### src/rtl/alu_arbiter_if.sv
// Request, ALU-side and response signal bundle for the shared-ALU arbiter.
// The slave view is taken by the arbiter; the master view is taken by clients, the ALU and the consumer.
`timescale 1ns/1ps
interface alu_arbiter_if #(
  parameter int DATA_W = 32
);
  logic              req0_valid;
  logic              req0_ready;
  logic [DATA_W-1:0] req0_A;
  logic [DATA_W-1:0] req0_B;
  logic              req0_cin;
  logic [2:0]        req0_Select;

  logic              req1_valid;
  logic              req1_ready;
  logic [DATA_W-1:0] req1_A;
  logic [DATA_W-1:0] req1_B;
  logic              req1_cin;
  logic [2:0]        req1_Select;

  logic [DATA_W-1:0] alu_A;
  logic [DATA_W-1:0] alu_B;
  logic              alu_cin;
  logic [2:0]        alu_Select;
  logic [DATA_W-1:0] alu_Output;
  logic              alu_isNegative;
  logic              alu_isZero;
  logic              alu_Overflow;
  logic              alu_CarryOut;

  logic              rsp_valid;
  logic              rsp_ready;
  logic              rsp_id;
  logic [DATA_W-1:0] rsp_Output;
  logic [3:0]        rsp_flags;

  modport slave (
    input  req0_valid, req0_A, req0_B, req0_cin, req0_Select,
    output req0_ready,
    input  req1_valid, req1_A, req1_B, req1_cin, req1_Select,
    output req1_ready,
    output alu_A, alu_B, alu_cin, alu_Select,
    input  alu_Output, alu_isNegative, alu_isZero, alu_Overflow, alu_CarryOut,
    output rsp_valid, rsp_id, rsp_Output, rsp_flags,
    input  rsp_ready
  );

  modport master (
    output req0_valid, req0_A, req0_B, req0_cin, req0_Select,
    input  req0_ready,
    output req1_valid, req1_A, req1_B, req1_cin, req1_Select,
    input  req1_ready,
    input  alu_A, alu_B, alu_cin, alu_Select,
    output alu_Output, alu_isNegative, alu_isZero, alu_Overflow, alu_CarryOut,
    input  rsp_valid, rsp_id, rsp_Output, rsp_flags,
    output rsp_ready
  );
endinterface

### src/rtl/alu_arbiter.sv
// Round-robin arbiter and load/execute sequencer in front of the shared 32-bit ALU.
// One operation is in flight at a time; results return with the requester ID.
`timescale 1ns/1ps
module alu_arbiter #(
  parameter int DATA_W        = 32,
  parameter int SETTLE_CYCLES = 1
) (
  input  logic         clk,
  input  logic         rst,
  alu_arbiter_if.slave bus
);

  localparam logic [2:0] SEL_PARK = 3'b111;
  localparam logic [3:0] CNT_INIT = 4'(SETTLE_CYCLES - 1);

  typedef enum logic [1:0] {
    S_IDLE,
    S_LOAD,
    S_EXEC,
    S_RESP
  } state_t;

  // Opcode 111 is the park code on the ALU bus, so a request for it is served as add.
  function automatic logic [2:0] remap_sel(input logic [2:0] sel);
    return (sel == SEL_PARK) ? 3'b000 : sel;
  endfunction

  state_t            r_state;
  logic              r_last_grant;
  logic [3:0]        r_cnt;
  logic [DATA_W-1:0] r_a;
  logic [DATA_W-1:0] r_b;
  logic              r_cin;
  logic [2:0]        r_op;
  logic              r_id;
  logic [2:0]        r_alu_sel;
  logic              r_rsp_valid;
  logic              r_rsp_id;
  logic [DATA_W-1:0] r_rsp_out;
  logic [3:0]        r_rsp_flags;

  logic w_grant;
  logic w_ready0;
  logic w_ready1;
  logic w_accept;

  always_comb begin
    w_grant  = (bus.req0_valid && bus.req1_valid) ? ~r_last_grant : bus.req1_valid;
    w_ready0 = (r_state == S_IDLE) && !w_grant && !rst;
    w_ready1 = (r_state == S_IDLE) &&  w_grant && !rst;
    w_accept = (bus.req0_valid && w_ready0) || (bus.req1_valid && w_ready1);
  end

  always_ff @(posedge clk or posedge rst) begin
    if (rst) begin
      r_state      <= S_IDLE;
      r_last_grant <= 1'b1;
      r_cnt        <= 4'd0;
      r_a          <= '0;
      r_b          <= '0;
      r_cin        <= 1'b0;
      r_op         <= 3'b000;
      r_id         <= 1'b0;
      r_alu_sel    <= SEL_PARK;
      r_rsp_valid  <= 1'b0;
      r_rsp_id     <= 1'b0;
      r_rsp_out    <= '0;
      r_rsp_flags  <= 4'd0;
    end else begin
      case (r_state)
        S_IDLE: begin
          if (w_accept) begin
            r_a     <= w_grant ? bus.req1_A   : bus.req0_A;
            r_b     <= w_grant ? bus.req1_B   : bus.req0_B;
            r_cin   <= w_grant ? bus.req1_cin : bus.req0_cin;
            r_op    <= remap_sel(w_grant ? bus.req1_Select : bus.req0_Select);
            r_id    <= w_grant;
            r_state <= S_LOAD;
          end
        end
        S_LOAD: begin
          // Leaving park here guarantees the ALU always sees a Select change.
          r_alu_sel <= r_op;
          r_cnt     <= CNT_INIT;
          r_state   <= S_EXEC;
        end
        S_EXEC: begin
          if (r_cnt == 4'd0) begin
            r_rsp_out    <= bus.alu_Output;
            r_rsp_flags  <= {bus.alu_isNegative, bus.alu_isZero,
                             bus.alu_Overflow, bus.alu_CarryOut};
            r_rsp_id     <= r_id;
            r_rsp_valid  <= 1'b1;
            r_last_grant <= r_id;
            r_alu_sel    <= SEL_PARK;
            r_state      <= S_RESP;
          end else begin
            r_cnt <= r_cnt - 4'd1;
          end
        end
        S_RESP: begin
          if (bus.rsp_ready) begin
            r_rsp_valid <= 1'b0;
            r_state     <= S_IDLE;
          end
        end
        default: begin
          r_alu_sel <= SEL_PARK;
          r_state   <= S_IDLE;
        end
      endcase
    end
  end

  assign bus.req0_ready = w_ready0;
  assign bus.req1_ready = w_ready1;
  assign bus.alu_A      = r_a;
  assign bus.alu_B      = r_b;
  assign bus.alu_cin    = r_cin;
  assign bus.alu_Select = r_alu_sel;
  assign bus.rsp_valid  = r_rsp_valid;
  assign bus.rsp_id     = r_rsp_id;
  assign bus.rsp_Output = r_rsp_out;
  assign bus.rsp_flags  = r_rsp_flags;

endmodule

### src/flat_wrapper.sv
// flat-port wrapper written by rule: the top's interface ports become plain ports
module alu_arbiter_flat 
#(
  parameter int DATA_W        = 32,
  parameter int SETTLE_CYCLES = 1
)
  (clk, rst, bus_req0_valid, bus_req0_A, bus_req0_B, bus_req0_cin, bus_req0_Select, bus_req0_ready, bus_req1_valid, bus_req1_A, bus_req1_B, bus_req1_cin, bus_req1_Select, bus_req1_ready, bus_alu_A, bus_alu_B, bus_alu_cin, bus_alu_Select, bus_alu_Output, bus_alu_isNegative, bus_alu_isZero, bus_alu_Overflow, bus_alu_CarryOut, bus_rsp_valid, bus_rsp_id, bus_rsp_Output, bus_rsp_flags, bus_rsp_ready);
  alu_arbiter_if #(.DATA_W(DATA_W)) bus_i ();
  input  logic clk;
  input  logic rst;
  input wire logic [$bits(bus_i.req0_valid)-1:0] bus_req0_valid;
  input wire logic [$bits(bus_i.req0_A)-1:0] bus_req0_A;
  input wire logic [$bits(bus_i.req0_B)-1:0] bus_req0_B;
  input wire logic [$bits(bus_i.req0_cin)-1:0] bus_req0_cin;
  input wire logic [$bits(bus_i.req0_Select)-1:0] bus_req0_Select;
  output wire logic [$bits(bus_i.req0_ready)-1:0] bus_req0_ready;
  input wire logic [$bits(bus_i.req1_valid)-1:0] bus_req1_valid;
  input wire logic [$bits(bus_i.req1_A)-1:0] bus_req1_A;
  input wire logic [$bits(bus_i.req1_B)-1:0] bus_req1_B;
  input wire logic [$bits(bus_i.req1_cin)-1:0] bus_req1_cin;
  input wire logic [$bits(bus_i.req1_Select)-1:0] bus_req1_Select;
  output wire logic [$bits(bus_i.req1_ready)-1:0] bus_req1_ready;
  output wire logic [$bits(bus_i.alu_A)-1:0] bus_alu_A;
  output wire logic [$bits(bus_i.alu_B)-1:0] bus_alu_B;
  output wire logic [$bits(bus_i.alu_cin)-1:0] bus_alu_cin;
  output wire logic [$bits(bus_i.alu_Select)-1:0] bus_alu_Select;
  input wire logic [$bits(bus_i.alu_Output)-1:0] bus_alu_Output;
  input wire logic [$bits(bus_i.alu_isNegative)-1:0] bus_alu_isNegative;
  input wire logic [$bits(bus_i.alu_isZero)-1:0] bus_alu_isZero;
  input wire logic [$bits(bus_i.alu_Overflow)-1:0] bus_alu_Overflow;
  input wire logic [$bits(bus_i.alu_CarryOut)-1:0] bus_alu_CarryOut;
  output wire logic [$bits(bus_i.rsp_valid)-1:0] bus_rsp_valid;
  output wire logic [$bits(bus_i.rsp_id)-1:0] bus_rsp_id;
  output wire logic [$bits(bus_i.rsp_Output)-1:0] bus_rsp_Output;
  output wire logic [$bits(bus_i.rsp_flags)-1:0] bus_rsp_flags;
  input wire logic [$bits(bus_i.rsp_ready)-1:0] bus_rsp_ready;
  assign bus_i.req0_valid = bus_req0_valid;
  assign bus_i.req0_A = bus_req0_A;
  assign bus_i.req0_B = bus_req0_B;
  assign bus_i.req0_cin = bus_req0_cin;
  assign bus_i.req0_Select = bus_req0_Select;
  assign bus_req0_ready = bus_i.req0_ready;
  assign bus_i.req1_valid = bus_req1_valid;
  assign bus_i.req1_A = bus_req1_A;
  assign bus_i.req1_B = bus_req1_B;
  assign bus_i.req1_cin = bus_req1_cin;
  assign bus_i.req1_Select = bus_req1_Select;
  assign bus_req1_ready = bus_i.req1_ready;
  assign bus_alu_A = bus_i.alu_A;
  assign bus_alu_B = bus_i.alu_B;
  assign bus_alu_cin = bus_i.alu_cin;
  assign bus_alu_Select = bus_i.alu_Select;
  assign bus_i.alu_Output = bus_alu_Output;
  assign bus_i.alu_isNegative = bus_alu_isNegative;
  assign bus_i.alu_isZero = bus_alu_isZero;
  assign bus_i.alu_Overflow = bus_alu_Overflow;
  assign bus_i.alu_CarryOut = bus_alu_CarryOut;
  assign bus_rsp_valid = bus_i.rsp_valid;
  assign bus_rsp_id = bus_i.rsp_id;
  assign bus_rsp_Output = bus_i.rsp_Output;
  assign bus_rsp_flags = bus_i.rsp_flags;
  assign bus_i.rsp_ready = bus_rsp_ready;
  alu_arbiter #(.DATA_W(DATA_W), .SETTLE_CYCLES(SETTLE_CYCLES)) u_core (.clk(clk), .rst(rst), .bus(bus_i));
endmodule
### config.mk
export PLATFORM = sky130hd
export DESIGN_NAME = alu_arbiter_flat
export DESIGN_NICKNAME = d
export VERILOG_FILES = /design/src/rtl/alu_arbiter_if.sv /design/src/rtl/alu_arbiter.sv /design/src/flat_wrapper.sv
export SDC_FILE = /design/constraint.sdc
export NUM_CORES = 1
export LEC_CHECK = 0
export CAP_MARGIN = 15
export CORE_MARGIN = 2
export CORE_UTILIZATION = 30
export DETAILED_ROUTE_END_ITERATION = 16
export GPL_ROUTABILITY_DRIVEN = 0
export SYNTH_ARGS = -nofsm -noshare
export SYNTH_HDL_FRONTEND = slang
export SYNTH_SLANG_ARGS = --single-unit
### constraint.sdc
create_clock -name clk -period 4.2 [get_ports clk]
set_input_delay 0.84 -clock clk [delete_from_list [all_inputs] [get_ports clk]]
set_output_delay 0.84 -clock clk [all_outputs]
set_load 0.02 [all_outputs]
==> summary.md <==
| Metric | Value |
|---|---|
| First-pass GRT wire length | 25.3 mm |
| Critical-path maximum fanout | 5 |
| Num ports | 285 |
| Skew final | 0.00624 ns |
| IO buf count | 284 |
| CTS tree | built |
| Tcrit/Tclk final | 76.0% |
| Hold Vio Cnt, Final | 0 |
| Synthesis-stage register bit count | 117 |
| Cell Chain, Critical Path | clkdlybuf4s50_1, nand2b_1, nor2_1, clkdlybuf4s50_1 |
| Synth cell types | 27 |
| Top Metal Used | met5 |
| Crit path DAT | 2.35 ns |
| Final ANT Viol Nets | 0 |
| Most frequent CP cell | clkdlybuf4s50_1 |
| Post-synthesis mux area share | 0.388% |
| Leak | roughly 3.8 nW |
| 1st-iter DRT viols | between 150 and 200 |
| HP Class | register to register |
| Syn_area_per_cell | 8.48 um^2 |
| Register area share after synthesis | between 50% and 60% |
| Largest family of logic cells by synthesized area | simple AND/OR/NAND/NOR gates |
| Worst-path clk slew | 0.05 ns |
| Pre-Repair DR Iteration Count | 4 |
| Initial core utilization | a little under a third |
| WL met1 | between 6 and 7 mm |
| Dominant register cell in the synthesized netlist | dfrtp_1 |
| Cell Area, Synth | ~5200 um^2 |
| Max_cap viols | 0 |
| Simple-Gate Fraction of Synth Area | about a quarter |
| Die X | between 100 and 150 um |
| Postcts setup bufs | 0 |
| RSZ-0062 raised after global routing | no |
| Vias | 4981 |
| Clk Latency, worst-skew pair | 0.41 ns |
| Post-synth EDFFs | 0 |
| Synth Warn # | 0 |
| Final Max Slew Viols | 0 |
| Vert. Die Dim | 135 um |
| Synth Area in Adders | 1.70% |
| Slew HR | 28.3% |
| Startpoint types | input port |
| Post-synthesis compound-gate area fraction | 10.3% |
| Pin count of the biggest net entering global routing | about 130 |
| N_diodes | 0 |
| CTS Sinks | 117 |
| H-tree Lvls | 4 |
| Cts-stage hold buffer count | 0 |
| Synth Area in XOR/XNOR | 0% |
| Std-Cell Rows | 47 |
| Clock root buffer master | clkbuf_16 |
| Synth async-reset ratio | 100% |
| Met2 wire len | 7.28 mm |
| Core Area | 16700 um^2 |
| Final HPWL DP | 11.4 mm |
| Gate Count Post-Synth | 608 |
| Fmax | 313 MHz |
| Tmin final | 3.19 ns |
| Vias in the first global route | between 4000 and 5000 |
| Status | finished clean |
| CTS Buf Count | 17 |
| Syn Nets | 792 |
| Vias/cell | 4.48 |
| Syn-to-layout area delta | 69.0% |
| WL met3 | approximately 1.9 mm |
| DRC violations left | 0 |
| CP endpoint kind | primary output |
| Die area | 18300 um^2 |
| Worst Tran Pin Value | 1.08 ns |
| Total global routing track utilization | 17.9% |
| Clock Path Buffers | 2 |
| Initial antenna violation count | 1 |
| Slowest Stage Delay on Critical Path | 0.61 ns |
| Slowest stage cell on the critical path | clkdlybuf4s50_1 |
| Cts repair resizes | 0 |
| Setup_tns | 0 ns |
| Drt total wl | 16.1 mm |
| Kind of critical path | input port to primary output |
| Maximum VDD drop | 338 uV |
| Overflow after GRT | 0 |
| Nets | 1063 |
| DR WL/cell | 14.5 um |
| Layout cell share with drive strength beyond 1 | 5.27% |
| Layout filler cell count | 1631 |
| Fin util | 52.2% |
| Worst path required time | ~3.4 ns |
| Setup-failing EPs final | 0 |
| PwrDens | 736 nW/um^2 |
-- power by group --
| group | internal, W | leakage [nW] | switching [W] | total [W] |
|---|---|---|---|---|
| Clock | 0.000894 | 0.282 | 0.000508 | 0.00140 |
| Combinational | 0.00141 | 2.16 | 0.00164 | 0.00305 |
| Sequential | 0.00169 | 1.36 | 0.000276 | 0.00196 |
| Total | 0.00399 | 3.80 | 0.00243 | 0.00641 |
-- cells in the mapped netlist (2+ instances only) --
| cell | count | area [um^2] |
|---|---|---|
| ha_1 | 7 | 87.6 |
| nor2_1 | 75 | 282 |
| nand3_1 | 7 | 35.0 |
| o21ai_0 | 9 | 45.0 |
| and2_1 | 2 | 12.5 |
| nand2_1 | 258 | 968 |
| a31oi_1 | 68 | 425 |
| o22a_1 | 2 | 17.5 |
| mux2i_1 | 2 | 20.0 |
| dfstp_2 | 4 | 105 |
| buf_4 | 7 | 52.6 |
| buf_2 | 17 | 85.1 |
| dfrtp_1 | 113 | 2830 |
| clkbuf_1 | 15 | 56.3 |
| inv_1 | 10 | 37.5 |
-- flip-flops by register name, indices dropped and copies added (netlist names), 2 cells and up --
register               flops
u_core.r_state             2
u_core.r_cnt               4
u_core.bus.rsp_Output     32
u_core.bus.alu_B          32
u_core.r_op                3
u_core.bus.alu_A          32
u_core.bus.rsp_flags       4
u_core.bus.alu_Select      3
-- per-layer routing --
metal | vias to the layer above | GRT usage [%]
met5 | - | 0
met4 | 2 | 5.90
met3 | 18 | 8.53
met2 | 212 | 27.9
met1 | 2224 | 21.7
li1 | 2525 | -
-- placed cells by master, fill, tap and decap left out, drive strengths merged, types with 4 or more instances in the layout --
cell type	netlist	layout
a31oi	68	68
inv	10	10
buf	25	8
nand3	7	7
ha	7	7
o21ai	9	9
clkdlybuf4s50	0	284
nor2	76	76
clkbuf	15	21
clkinv	0	7
dfrtp	113	113
nand2	258	258
dfstp	4	4
-- final cells by class --
| cell class | instances | area, um^2 | area share [%] |
|---|---|---|---|
| multi-input combinational | 441 | 1990 | 22.8 |
| sequential | 117 | 2930 | 33.6 |
| inverter | 10 | 40.0 | 0.459 |
| clock buffer | 21 | 460 | 5.28 |
| tap | 220 | 275 | 3.16 |
| timing repair buffer | 292 | 2920 | 33.4 |
| clock inverter | 10 | 106 | 1.22 |
-- worst paths after layout --
check | start | endpoint | slack (ns) | cells after the start
setup / recovery | rst | bus_req1_ready | 1.01 | 4
hold / removal | u_core.bus.rsp_flags[2] | u_core.bus.rsp_flags[2] | 0.47 | 2
setup reg to reg | u_core.r_cnt[0] | u_core.bus.rsp_Output[15] | 1.84 | 7
hold reg to reg | u_core.bus.rsp_flags[2] | u_core.bus.rsp_flags[2] | 0.47 | 2
max in group asynchronous | rst | u_core.bus.alu_A[29] | 2.47 | 3
min in group asynchronous | rst | u_core.r_id | 0.87 | 2
-- logic make-up after synthesis --
| group | after synthesis |
|---|---|
| AOI/OAI and AO/OA | 84 |
| adders and majority gates | 7 |
| buffers and inverters | 50 |
| DFF | 117 |
| muxes | 2 |
| and+or+nand+nor | 348 |
-- through the flow --
step / total power (W) / worst slack [ns] / area, um^2 / hold slack, ns / instances
2_1_floorplan: 0.00361 / 0.266 / 5160 / 0.439 / 608
3_3_place_gp: 0.00506 / 1.04 / 8150 / 0.457 / 1080
3_5_place_dp: 0.00507 / 1.02 / 8150 / 0.462 / 1080
4_1_cts: 0.00651 / 1.01 / 8720 / 0.475 / 1111
5_1_grt: 0.00684 / 0.943 / 8720 / 0.494 / 1111
6_report: 0.00641 / 1.01 / 8720 / 0.470 / 1111
-- critical path, delay by kind of cell --
| family | cells | cell delay [ns] |
|---|---|---|
| buf+inv | 2 | 1.08 |
| simple gates | 2 | 0.42 |
Note: power is estimated with default switching activity, not from simulation.
